File: config.mk
export PLATFORM = sky130hd
export DESIGN_NAME = serial_add_unit
export DESIGN_NICKNAME = d
export VERILOG_FILES = /design/src/rtl/serial_add_unit.sv
export SDC_FILE = /design/constraint.sdc
export NUM_CORES = 1
export LEC_CHECK = 0
export BUFFER_PORTS_ARGS = -buffer_cell sky130_fd_sc_hd__buf_2
export CAP_MARGIN = 5
export CORE_AREA = 10 10 179 139
export DETAILED_ROUTE_END_ITERATION = 6
export DIE_AREA = 0 0 189 149
export HOLD_SLACK_MARGIN = 0.02
export PLACE_DENSITY_LB_ADDON = 0.1
export SETUP_SLACK_MARGIN = 0.15
export SKIP_CTS_REPAIR_TIMING = 1
export SYNTH_ARGS = -nofsm -noshare
export SYNTH_HDL_FRONTEND = slang
export SYNTH_SLANG_ARGS = --single-unit
export TNS_END_PERCENT = 100
File: constraint.sdc
create_clock -name clk -period 2.7 [get_ports clk]
set_input_delay 0.54 -clock clk [delete_from_list [all_inputs] [get_ports clk]]
set_output_delay 0.54 -clock clk [all_outputs]
set_load 0.02 [all_outputs]
File: src/rtl/serial_add_unit.sv
// serial_add_unit
//   Bit-serial add/subtract engine. Latches two WIDTH-bit operands on an
//   accepted start and pushes one bit pair per clock, LSB first, through a
//   single full-adder cell. The carry lives in a flop between cycles, and the
//   sum bits collect in a shift register. The result, carry-out and signed
//   overflow are published together with a one-cycle done pulse.
//
// Ports
//   clk    in   rising-edge clock
//   rst_n  in   asynchronous active-low reset
//   start  in   request pulse, sampled only while idle
//   a, b   in   operands, sampled on the accepting edge
//   cin    in   carry-in for add (ignored when sub=1)
//   sub    in   1 = compute a-b
//   busy   out  high while bits are being processed
//   done   out  one-cycle pulse, result valid
//   sum    out  result, held until the final bit of the next operation
//   cout   out  final carry out (for sub: 1 = no borrow)
//   ovf    out  signed overflow of the effective addition
module serial_add_unit #(
  parameter int WIDTH = 32,
  parameter int CNT_W = $clog2(WIDTH + 1)
) (
  input  logic             clk,
  input  logic             rst_n,
  input  logic             start,
  input  logic [WIDTH-1:0] a,
  input  logic [WIDTH-1:0] b,
  input  logic             cin,
  input  logic             sub,
  output logic             busy,
  output logic             done,
  output logic [WIDTH-1:0] sum,
  output logic             cout,
  output logic             ovf
);

  typedef enum logic [1:0] {IDLE, RUN, DONE} state_t;

  localparam logic [CNT_W-1:0] LAST_BIT = CNT_W'(WIDTH - 1);
  localparam logic [CNT_W-1:0] MSB_IN   = CNT_W'(WIDTH - 2);

  state_t           state;
  logic [WIDTH-1:0] a_sh;
  logic [WIDTH-1:0] b_sh;
  logic [WIDTH-1:0] sum_sh;
  logic             carry;
  logic             cmsb;
  logic [CNT_W-1:0] cnt;

  logic             bit_s;
  logic             bit_c;
  logic [WIDTH-1:0] sum_next;

  // The single full-adder cell, fed by the LSBs of the operand shifters.
  // NOTE: every always_comb output gets a value on every path, so no latch is inferred.
  always_comb begin
    bit_s    = a_sh[0] ^ b_sh[0] ^ carry;
    bit_c    = (a_sh[0] & b_sh[0]) | ((a_sh[0] ^ b_sh[0]) & carry);
    sum_next = {bit_s, sum_sh[WIDTH-1:1]};
  end

  // NOTE: sequential state uses non-blocking assignments so all flops update from pre-edge values.
  always_ff @(posedge clk or negedge rst_n) begin
    if (!rst_n) begin
      state  <= IDLE;
      a_sh   <= '0;
      b_sh   <= '0;
      sum_sh <= '0;
      carry  <= 1'b0;
      cmsb   <= 1'b0;
      cnt    <= '0;
      busy   <= 1'b0;
      done   <= 1'b0;
      sum    <= '0;
      cout   <= 1'b0;
      ovf    <= 1'b0;
    end else begin
      unique case (state)
        IDLE: begin
          if (start) begin
            // Subtraction is a + ~b + 1: invert b and force the carry-in.
            a_sh  <= a;
            b_sh  <= sub ? ~b : b;
            carry <= sub ? 1'b1 : cin;
            cnt   <= '0;
            busy  <= 1'b1;
            state <= RUN;
          end
        end

        RUN: begin
          sum_sh <= sum_next;
          a_sh   <= a_sh >> 1;
          b_sh   <= b_sh >> 1;
          carry  <= bit_c;
          cnt    <= cnt + 1'b1;
          // Carry into the MSB, needed to form signed overflow at the end.
          if (cnt == MSB_IN) cmsb <= bit_c;
          if (cnt == LAST_BIT) begin
            sum   <= sum_next;
            cout  <= bit_c;
            ovf   <= cmsb ^ bit_c;
            busy  <= 1'b0;
            done  <= 1'b1;
            state <= DONE;
          end
        end

        DONE: begin
          done  <= 1'b0;
          state <= IDLE;
        end

        default: state <= IDLE;
      endcase
    end
  end

endmodule
==> summary.md <==
| Metric | Value |
|---|---|
| Status | completed |
| Most frequent cells in the layout | 181 x nand2_1, 139 x dfrtp_1, 103 x buf_2 |
| Worst EP arrival | 2.35 ns |
| Initial antenna violation count | 0 |
| Synth Register Bits | 141 |
| Max VDD drop | 411 uV |
| Setup TNS | 0 ns |
| Commonest non-fill, non-tap cell in the layout | nand2_1 |
| Final Hold Violating Endpoints | 0 |
| DRT Pass-1 Iters | 4 |
| Max-slew violations | 0 |
| # fillers | 2170 |
| CTS Sinks | 141 |
| Net Sw Frac | 26.4% |
| CTS root buffer | clkbuf_16 |
| Area fraction of the dominant cell type after synthesis | 56.0% |
| Port bufs | 104 |
| Unique masters post-synth | 37 |
| WL per Instance | 16.0 microns |
| Final instance area | 7830 sq um |
| Worst-Margin Slew | 0.819 ns |
| RSZ-0062 raised after global routing | no |
| First DRT Iteration DRCs | 300 |
| Die Span X | 189 microns |
| Largest net degree at the start of global routing | 69 |
| Min Tclk post-route | 2.04 ns |
| Initial core utilization | 29.2% |
| Final net count | 763 |
| DRC violations left | 0 |
| Worst relative slew slack | 45.4% |
| HP Class | in -> async |
| Synth area leader | dfrtp_1 |
| Skew final | 0.0244 ns |
| Post-route ant nets | 0 |
| Int Power | 0.00472 W |
| Register area share after synthesis | 56.0% |
| Clk pin slew, worst setup/hold paths | 0.06 ns |
| H-tree depth | 4 |
| Flop-to-flop setup slack | 0.66 ns |
| CTS tree | yes |
| Max clock buf depth | 2 |
| Global-route wire length before repair | 26600 microns |
| Critical Path Sink Type | register |
| Post-Syn Instances | 598 |
| Fraction of layout cells with a size suffix above 1 | 27.4% |
| Switching power | 0.00169 W |
| Ys flop type | dfrtp_1 |
| Grt ovf | 0 |
| Diodes inserted | 0 |
| Worst hold margin | 0.0967 ns |
| Die ar. | 28200 sq um |
| Ys Warns | 0 |
| Final Cycle Share | 75.6% |
| Worst setup SP type | register |
| Row cnt | 47 |
| Core area | 21600 sq um |
| Combinational share of power | 14.7% |
| Crit-path max FO | 37 |
| Flip-flop and latch area | 3530 sq um |
| Fmax | 490 MHz |
| Met1 GRT Util | 14.9% |
| DR vias/cell | 4.60 |
| Vias | 4586 |
| Synth Net Count | 670 |
| Crit Path Class | reg -> reg |
| # IOs | 105 |
| Grt met2 use | 18.8% |
| RD Place Congestion | 0.691 |
| Sequential power share | 44.7% |
| GR peak layer | met2 |
| Post-synth EDFFs | 0 |
| Detailed Place HPWL | 10300 microns |
| Setup violations, final | 0 |
| Final wirelength | 15900 microns |
| CTS buffer count | 17 |
| Top post-synthesis cells by area | dfrtp_1 56%, nand2_1 11%, mux2_4 6.4% |
| Placed inst area | 7170 sq um |
| Pwr/cell area | 819 nW/um^2 |
| Die Y | 149 microns |
| Clock Power Share | 40.6% |
| Worst-Skew Late Latency | 0.42 ns |
| Syn_area_per_cell | 10.5 sq um |
| GRT Util Overall | 11.8% |
| Asr flop ratio synth | 100% |
| Post-Syn Area | 6300 sq um |
| Maxcap violations | 0 |
| GR Util met3 | 4.09% |
| Leak pwr | 3.68 nW |
| P&R area growth vs syn | 24.2% |
| CP Data Required Time | 3.00 ns |
| Multi-input gate area | 2570 sq um |
| Vias in the first global route | 4822 |
## synth_stat cells (2+ instances only)
cell type  instances
ha_1               2
nor2b_1           16
xnor2_1           32
mux2_2             8
a21oi_1           15
inv_1              4
dfrtp_1          141
mux2_4            27
buf_1              9
nor2_1             3
mux2i_1            2
clkbuf_1          28
a22oi_1           31
o211ai_1           2
nand2_1          181
nand2b_1           3
o221ai_1          30
o21ai_0           37
nand3_1            2
buf_6              4
buf_2              5
## cells by family (layout without fill, tap and decap cells)
kind of cell | Yosys count | count (layout) | share of synthesized area (%)
simple gates | 211 | 211 | 13.7
flops | 141 | 141 | 56.0
compound gates | 123 | 123 | 13.3
buf+inv | 50 | 156 | 3.55
mux | 37 | 37 | 8.18
xor+xnor | 33 | 33 | 4.59
fa+ha+maj | 3 | 3 | 0.715
## worst max-delay path, stage by stage, from the launching register on
cell	delay (ns)
dfrtp_1	0.41
ha_1	0.23
nand3_2	0.11
or3_2	0.45
buf_4	0.33
mux2_4	0.37
## final timing paths
kind	startpoint	end	cells after the start
max	cnt[0]	sum[15]	5
min	rst_n	b_sh[15]	1
min reg2reg	sum_sh[1]	sum_sh[1]	2
min in group clk	b[31]	b_sh[31]	3
max in group asynchronous	rst_n	sum[24]	2
max reg2reg	cnt[0]	sum[15]	5
## per-layer routing
layer  wire length (microns)  share of wire (%)
met5                       0                  0
met4                     131               0.82
met3                     788                4.9
met2                    7680                 48
met1                    7350                 46
## power groups by stage
stage	clock network, W	registers [W]	logic, W
after floorplan	0	0.00284	0.000658
after detailed placement	0	0.00291	0.000963
after CTS	0.00268	0.00287	0.000967
after global placement	0	0.00289	0.000929
after global routing	0.00280	0.00293	0.00109
final	0.00261	0.00287	0.000940
## area by class of cell
cell class | instances | area share, %
Sequential cell | 141 | 45.1
Multi-Input combinational cell | 407 | 32.8
Timing Repair Buffer | 120 | 8.74
Clock buffer | 22 | 6.06
Tap cell | 294 | 4.70
Clock inverter | 10 | 2.37
Inverter | 4 | 0.192
## per-stage QoR
| stage | power [W] | util [%] | std cells | setup WS (ns) |
|---|---|---|---|---|
| floorplan | 0.00350 | - | 598 | 0.939 |
| detailed placement | 0.00387 | 33.2 | 966 | 0.634 |
| CTS | 0.00652 | 36.3 | 998 | 0.623 |
| global route | 0.00682 | 36.3 | 998 | 0.524 |
| global placement | 0.00382 | 33.2 | 966 | 0.669 |
| finish | 0.00641 | 36.3 | 998 | 0.658 |
## flip-flops by register name, indices dropped and copies added, names as in the netlist, 2 cells and up
| register | flops |
|---|---|
| sum | 32 |
| sum_sh | 31 |
| cnt | 6 |
| a_sh | 32 |
| b_sh | 32 |
| state | 2 |
(Power assumes the default switching activity.)
